## config.mk

```make
export PLATFORM = sky130hd
export DESIGN_NAME = seq_1001
export DESIGN_NICKNAME = d
export VERILOG_FILES = /design/src/rtl/seq_1001.sv
export SDC_FILE = /design/constraint.sdc
export NUM_CORES = 1
export LEC_CHECK = 0
export CAP_MARGIN = 10
export CORE_AREA = 8 8 45 47
export CTS_BUF_LIST = sky130_fd_sc_hd__clkbuf_8
export DETAILED_ROUTE_END_ITERATION = 10
export DIE_AREA = 0 0 53 55
export MAX_ROUTING_LAYER = met4
export PLACE_DENSITY = 0.3
export SYNTH_ARGS = -nofsm -noshare
export SYNTH_HDL_FRONTEND = slang
export SYNTH_SLANG_ARGS = --single-unit
```

## constraint.sdc

```tcl
create_clock -name clk -period 0.87 [get_ports clk]
set_input_delay 0.174 -clock clk [delete_from_list [all_inputs] [get_ports clk]]
set_output_delay 0.174 -clock clk [all_outputs]
set_load 0.02 [all_outputs]
```

## src/rtl/seq_1001.sv

```systemverilog
// seq_1001: Moore detector for the serial pattern 1-0-0-1; optional saturating match counter under SEQ_1001_CNT_EN
module seq_1001 #(
  parameter int OVERLAP = 1,
  parameter int CNT_W   = 8
) (
  input  logic             clk,
  input  logic             rst,
  input  logic             din,
  output logic             dout
`ifdef SEQ_1001_CNT_EN
  ,
  output logic [CNT_W-1:0] match_cnt
`endif
);
  typedef enum logic [2:0] {S0, S1, S2, S3, S4} state_t;
  state_t state_q, state_d;
  logic   dout_q;
  if (CNT_W < 1 || CNT_W > 32) begin : g_bad_cnt_w
    $error("seq_1001: CNT_W must be in 1..32");
  end
  // next-state: progress through 1,10,100,1001; after a hit the trailing 1 may seed the next match
  always_comb begin
    state_d = S0;
    unique case (state_q)
      S0:      state_d = din ? S1 : S0;
      S1:      state_d = din ? S1 : S2;
      S2:      state_d = din ? S1 : S3;
      S3:      state_d = din ? S4 : S0;
      S4:      state_d = din ? S1 : ((OVERLAP != 0) ? S2 : S0);
      default: state_d = S0;
    endcase
  end
  // state and detect flag registered together so dout carries no path from din
  always_ff @(posedge clk or negedge rst) begin
    if (!rst) begin
      state_q <= S0;
      dout_q  <= 1'b0;
    end else begin
      state_q <= state_d;
      dout_q  <= (state_d == S4);
    end
  end
  assign dout = dout_q;
`ifdef SEQ_1001_CNT_EN
  logic [CNT_W-1:0] cnt_q, cnt_d;
  assign cnt_d = (state_d == S4 && cnt_q != {CNT_W{1'b1}}) ? cnt_q + 1'b1 : cnt_q;
  // saturating hit counter, steps on the same edge that raises dout
  always_ff @(posedge clk or negedge rst) begin
    if (!rst) cnt_q <= '0;
    else      cnt_q <= cnt_d;
  end
  assign match_cnt = cnt_q;
`endif
endmodule

```

==> results.txt, run 1 <==
- In this run the worst path has a maximum fanout of 1.
* GR Util met3: 4.01%
* Chip Height: 55 µm
- In this run, synthesis produced a sequential element count of 4.
- On the final layout, the worst clock skew is 0.00177 ns.
- DRC: 0
- Together, buffers and inverters on the worst path number 1.
- Hold crit path type: primary input to asynchronous set/reset pin
- The first global-routing pass estimated 572 µm of wire.
* Outcome: finished, violations left
- For this block, the via count after detailed routing is between 100 and 150.
- Max Fclk: 1.14 GHz
- The initial utilization of the core area, before any placement, comes to 12.1%.
* Placement-stage worst setup slack: -0.215 ns
- Synthesis handed over a netlist of 15 instances.
- In the global route stage, met2 resource usage came out at ~4.7%.
- sky130_fd_sc_hd__dfrtp_1 is the most common cell in the netlist.
- Global-route usage over all layers: under 10%
- Number of buffers inserted by port buffering: 3
- After the last flow step, the layout net total stands at 28.
- Global route hottest layer: met2
- In the final timing run, aggregate negative setup slack is -0.0103 ns.
- ANT cells: 0
* Fill cell instance count of the final layout: around 150
* Unrepaired setup endpoints after global routing: true
- The via count of the first global-routing pass was ~150.
- Summed over all instances, the cell type with the most area after synthesis is sky130_fd_sc_hd__dfrtp_1.
- Number of setup violations in the final report: 2
- The count of final max-slew check failures came to 0.
- Antenna Nets Post-Route: 0
- Biggest cell delay along the critical path: roughly 0.36 ns
- Max IR drop VDD: 0.000774 V
* DRC marker count from the first detailed-route iteration: 1
* Clock slew seen by the registers of the worst setup and hold paths: around 0.030 ns
- Critical path's slowest cell: sky130_fd_sc_hd__dfrtp_1
- For the worst-skew pair, the clock arrives at the later sink with an insertion delay of 0.21 ns.
- In the synthesized netlist the dominant register cell turns out to be sky130_fd_sc_hd__dfrtp_1.
- Across the run, the number of max-cap violations was 0.
- The final reports fail on setup timing.
* Die W: 53 µm
- In the final routed layout, each cell accounts on average for between 8 and 9 µm.
* Leakage power of the design: 0.132 nW
* Placed Instance Area: 233 µm²
- Count of different cell masters after synthesis: 9
- At the end of routability-driven placement, the weighted congestion stood at 0.761.
* Critical path depth: 1
- The critical path is of the flop to primary output type.
* Cell area after technology mapping: 168 µm²
* Async SR Flop Fraction: 100%
- Met1 Use GR: 2.44%
- 4 I/O pins were placed.
- When the netlist entered floorplanning its net count stood at 18.
- Total Die Area: 2920 µm²
* Num rows: 14
- In this design, the largest share of critical-path delay is due to flip-flops.
* R2R cell count: 2
- Total clock buffers created by CTS: 3
- Top cells by count, synth: sky130_fd_sc_hd__dfrtp_1 (4), sky130_fd_sc_hd__inv_1 (2), sky130_fd_sc_hd__nand2_1 (2), sky130_fd_sc_hd__nor3_1 (2)
* Data required time at the worst endpoint: 0.70 ns
- Number of enable-type register cells in the synthesized netlist: 0
- The synthesized design devotes to its leading area cell type 59.7% of total area.
- TritonCTS clock tree: done
* Hold violation total from the final report: 0
- Sequential cells were found to cover 59.7% of the synthesized design area.
* Critical Path, Cell by Cell: buf_6
- Synth area leaders: sky130_fd_sc_hd__dfrtp_1 (60%), sky130_fd_sc_hd__nor3b_2 (7.5%), sky130_fd_sc_hd__nor3_1 (6.0%)
* Final period utilization: 101%
- Number of vias per cell after detailed routing: 3.44
* Pin count of the biggest net entering global routing: 5
* Clock Sinks: 4
* Total Routed Length: 332 µm
- Antenna violations before repair: 0
* Number of warnings issued by yosys: 0
- STA classifies the critical path endpoint as a primary output.
- After routing the design area is 285 µm².
* Count of H-tree levels built during CTS: 1
* Tmin final: roughly 0.88 ns
- Worst path setup slack after routing: -0.00755 ns
- For this design the ratio of total power to cell area is ~3200 nW/µm².
* Clock Path Buffers: 2
- Setup crit start kind: flop
* Post-CTS setup buffer count: 0
- The first detailed-routing pass ran for 3 iterations.
- Arrival time of the worst setup path: 0.70 ns
- Placeable core region: between 1000 and 1500 µm²
- Measured against its own limit, the worst slew margin works out to 87.9%.
- Per-instance average area after synthesis: 11.2 µm²
- Synth-to-Final Area Change: 70.1%
- Cells with a size suffix above 1 make up 43.5% of the layout.
- Global routing finished with a remaining overflow of 0.
- Slew at the pin closest to its max-slew limit: between 0.15 and 0.2 ns
- The tree is rooted in a sky130_fd_sc_hd__clkbuf_8.
==> placed cells by master, fill, tap and decap left out, drive strengths merged <==
| master | instances |
|---|---|
| dfrtp | 4 |
| clkbuf | 3 |
| buf | 3 |
| inv | 2 |
| nand2 | 2 |
| nor3 | 2 |
| clkdlybuf4s50 | 2 |
| nor3b | 1 |
| xor2 | 1 |
| nor2 | 1 |
| a22o | 1 |
| a31o | 1 |
==> final cells by class <==
type / count / area [µm²] / share of cell area, %
well taps: 16 / 20.0 / 7.02
inverters: 2 / 7.51 / 2.63
repair buffers: 5 / 46.3 / 16.2
flip-flops and latches: 4 / 100 / 35.1
multi-input cells: 9 / 70.1 / 24.6
clock buffers: 3 / 41.3 / 14.5
==> through the flow <==
step / cells / utilization (%) / power, mW / hold slack, ns
detailed placement: 36 / 16.8 / 0.510 / 0.393
finish: 39 / 20.6 / 0.907 / 0.162
CTS: 39 / 19.9 / 0.908 / 0.167
global placement: 36 / 16.8 / 0.508 / 0.404
global route: 39 / 20.6 / 0.977 / 0.185
floorplan: 15 / - / 0.414 / -0.122
==> cell families (layout without fill, tap and decap cells) <==
family,count (synthesis),in the layout,synth area share [%]
and+or+nand+nor,6,6,20.1
DFF,4,4,59.7
buffers and inverters,2,10,4.48
xor gates and xnor gates,1,1,5.22
AOI/OAI and AO/OA,2,2,10.4
==> repair_timing <==
item | 4_1_cts | 5_1_grt
setup endpoints to repair | 2 | 5
hold buffers | 0 | 0
resized for setup | 6 | 2
==> sequential cells by signal, indices dropped and copies added, names as in the netlist <==
signal	flops
dout	1
state_q	3
==> path summary, 6_finish.rpt <==
kind                            startpoint    endpoint  slack, ns
min in group clk                state_q[0]        dout       0.61
worst max-delay path                  dout        dout     -0.008
worst min-delay path                   rst  state_q[1]       0.16
worst max register to register  state_q[0]  state_q[1]          0
max in group asynchronous              rst  state_q[2]       0.54
worst min register to register  state_q[0]        dout       0.61
==> routing by layer <==
layer / vias up / part of all wire, %
met4: 0 / 0
met5: - / 0
li1: 67 / -
met3: 0 / 15
met1: 62 / 39
met2: 5 / 45
==> power by group <==
group | internal, mW | total [mW] | leakage [nW] | switching [mW]
registers | 0.243 | 0.290 | 0.0525 | 0.0469
logic | 0.135 | 0.234 | 0.0577 | 0.0993
clock network | 0.294 | 0.383 | 0.0216 | 0.0884
total | 0.672 | 0.907 | 0.132 | 0.235
No activity file was read; power rests on OpenSTA's default activity.
==> run 2: changes to the inputs <==
--- a/config.mk
+++ b/config.mk
@@ -6,10 +6,10 @@
 export NUM_CORES = 1
 export LEC_CHECK = 0
 export CAP_MARGIN = 10
-export CORE_AREA = 8 8 45 47
+export CORE_AREA = 2 2 39 41
 export CTS_BUF_LIST = sky130_fd_sc_hd__clkbuf_8
 export DETAILED_ROUTE_END_ITERATION = 10
-export DIE_AREA = 0 0 53 55
+export DIE_AREA = 0 0 41 43
 export MAX_ROUTING_LAYER = met4
 export PLACE_DENSITY = 0.3
 export SYNTH_ARGS = -nofsm -noshare
==> run 2 against run 1 <==
  * The run still ends with setup timing left
  * Clock skew down 0.00062 ns
  * Die area decreased by 40%
  * Power down 2.1%
==> results.txt, run 2 (synthesized netlist as in run 1, its figures left out) <==
- The source of the worst register-to-register timing path is state_q[2] (was state_q[0]).
- The routed metal-1 wire length was 107 µm (was 129 µm).
- Arrival time of the worst setup path: 0.70 ns (about the same)
* Count of placed standard cells in the final layout, fillers left out: 38 (was 39)
* Critical path capture point type: primary output (unchanged)
* Pin count of the biggest net entering global routing: 6 (was 5)
- The die height came to 43 µm (was 55 µm).
- Die W: 41 µm (was 53 µm)
- Top sig layer: met3 (unchanged)
* Number of flip-flops in the largest register: 3 (unchanged)
- Overflow left after global routing: 0 (unchanged)
* Biggest cell delay along the critical path: 0.36 ns (about the same)
- The all-layer global routing usage came to 5.58% (was 3.27%).
* Leakage power of the design: 0.133 nW (was 0.132 nW)
- The number of design rule violations left after detail routing is 0 (unchanged).
- The clock slew at the register clock pins of the worst setup and hold paths came to 0.03 ns (about the same).
- The DRC violation total after the first TritonRoute iteration is 2 (was 1).
- The post-route core utilization is 20.0% (was 20.6%).
- Placed Cells incl. Taps: 35 (was 36)
* Hold violation total from the final report: 0 (unchanged)
- The insertion delay of the later-clocked pin in the worst-skew pair came to 0.21 ns (about the same).
* Kind of cell adding the most delay to the critical path: flip-flops (unchanged)
* Root cell of the clock tree: sky130_fd_sc_hd__clkbuf_8 (unchanged)
- Critical register-to-register path endpoint: state_q[1] (unchanged)
- Critical Path, Cell by Cell: buf_6 (unchanged).
- The number of cell instances on the worst register-to-register path was 2 (unchanged).
* Tmin final: 0.876 ns (was 0.878 ns)
- Unrepaired setup endpoints after global routing: true (unchanged)
* Total Routed Length: 301 µm (was 332 µm)
- ANT cells: 0 (unchanged)
- Outcome: finished, violations left (unchanged)
- The initial core utilization was 12.1% (unchanged).
* Max Fclk: 1.14 GHz (about the same)
* Worst setup skew after layout: 0.00116 ns (was 0.00177 ns)
* Critical path peak fanout: 1 (unchanged)
- The startpoint type of the worst setup path is a flop (unchanged).
* Most frequent cells in the layout: sky130_fd_sc_hd__clkbuf_8 (3), sky130_fd_sc_hd__dfrtp_1 (3), sky130_fd_sc_hd__inv_1 (2), sky130_fd_sc_hd__nand2_1 (2) (was sky130_fd_sc_hd__dfrtp_1 (4), sky130_fd_sc_hd__clkbuf_8 (3))
- Synth-to-Final Area Change: 64.9% (was 70.1%)
* Number of buffers inserted by port buffering: 3 (unchanged)
- Slew at the pin closest to its max-slew limit: 0.179 ns (was 0.182 ns)
* Routed wire per std cell: 7.92 µm (was 8.51 µm)
* Antenna violations before repair: 0 (unchanged)
- The number of buffers and inverters on the critical path is 1 (unchanged).
- The vias after detailed routing came to 134 (unchanged).
- Failing checks: setup timing (unchanged)
- Kind of critical path: flop to primary output (unchanged)
- The wire length on met2 is 142 µm (was 151 µm).
- Hold crit path type: primary input to asynchronous set/reset pin (unchanged)
- The worst-case setup margin in the final layout was -0.00633 ns (was -0.00755 ns).
- Once detailed placement completed, the half-perimeter wirelength came to 234 µm.
* Pre-antenna DRT Iters: 2 (was 3)
- The worst IR drop on VDD was 0.000838 V (was 0.000774 V).
- Number of vias per cell after detailed routing: 3.53 (was 3.44)
- The CTS buffer count was 3 (unchanged).
- Data required time at the worst endpoint: 0.70 ns (about the same)
- Placeable core region: 1380 µm² (unchanged)
- The routability-driven placement congestion ratio is 0.719 (was 0.761).
- The total I/O pin count is 4 (unchanged).
- The cell area power density came to 3210 nW/µm² (was 3180 nW/µm²).
- The number of standard-cell rows in the floorplan is 14 (unchanged).
- The number of setup violations in the final report was 2 (unchanged).
* Antenna Nets Post-Route: 0 (unchanged)
- Count of H-tree levels built during CTS: 1 (unchanged)
* Final-report max-slew violation count: 0 (unchanged)
- The worst-case clock buffer depth was 2 (unchanged).
- The wire length of the first global-routing pass was 531 µm (was 572 µm).
- Share of layout cells above drive strength 1: 40.9% (was 43.5%)
- The via count of the first global-routing pass came to 142 (was 146).
* Max-cap violation count: 0 (unchanged)
- The die area is 1760 µm² (was 2920 µm²).
- The met3 wire length came to 51 µm (unchanged).
- TritonCTS clock tree: done (unchanged)
- Register-to-register path setup slack: -0.006 ns (was 0 ns)
- The CTS sink count came to 4 (unchanged).
- CTS Hold Buffers Added: 0 (unchanged)
* Top reg by flops: state_q (unchanged)
- Critical path's slowest cell: sky130_fd_sc_hd__dfrtp_1 (unchanged)
- Worst-case headroom to the max-slew limit: 88.1% (was 87.9%)
* Final period utilization: 101% (about the same)
- The count of nets after finishing was 27 (was 28).
-- run 2: cell types whose count changed in the layout (fill, tap and decap cells not counted) --
cell | before | now
sky130_fd_sc_hd__buf_4 | 2 | 1
sky130_fd_sc_hd__clkdlybuf4s50_1 | 2 | 1
sky130_fd_sc_hd__dfrtp_1 | 4 | 3
sky130_fd_sc_hd__dfrtp_2 | 0 | 1
sky130_fd_sc_hd__dlymetal6s2s_1 | 0 | 1
sky130_fd_sc_hd__nor3_1 | 0 | 1
sky130_fd_sc_hd__nor3_2 | 2 | 1
-- run 2: layout make-up --
cell class | instances | area (µm²)
clock buffers | 3 | 41.3
fillers | 153 | 1110
inverters | 2 | 7.51
multi-input cells | 9 | 65.1
flip-flops and latches | 4 | 101
well taps | 16 | 20.0
repair buffers | 4 | 41.3
-- run 2: repair_timing --
item	CTS	global route
pin swaps	0	0
gates resized for setup	6	3
setup buffers	0	0
endpoints found under the hold margin	0	0
endpoints found under the setup margin	2	4
-- run 2: power by group --
group	switching (mW)	total, mW	internal [mW]
clock network	0.0876	0.382	0.294
registers	0.0477	0.292	0.244
logic	0.0900	0.214	0.124
total	0.225	0.888	0.663
-- run 2: metrics by stage --
stage          total power, mW  setup slack [ns]  hold WS [ns]  instance area, µm²  setup TNS [ns]
2_1_floorplan            0.414            0.0228        -0.122                 168               0
3_3_place_gp             0.499            -0.201         0.403                 225          -0.826
3_5_place_dp             0.500            -0.206         0.393                 225          -0.845
4_1_cts                  0.898           -0.0176         0.165                 268         -0.0318
5_1_grt                  0.964           -0.0440         0.176                 277         -0.0821
6_report                 0.888          -0.00633         0.161                 277         -0.0118
-- run 2: worst max path at each step --
stage	start	to	slack (ns)	cells after the start
3_5_place_dp	din	state_q[1]	-0.21	3
3_3_place_gp	din	state_q[1]	-0.20	3
5_1_grt	state_q[0]	state_q[1]	-0.04	2
6_report	dout	dout	-0.006	1
4_1_cts	state_q[2]	state_q[1]	-0.02	2
2_1_floorplan	state_q[1]	state_q[1]	0.02	2
-- run 2: per-layer routing --
layer | track usage, % | vias to the layer above
li1 | - | 64
met1 | 4.90 | 65
met2 | 6.25 | 5
met3 | 8.38 | 0
met4 | 2.00 | 0
met5 | - | -
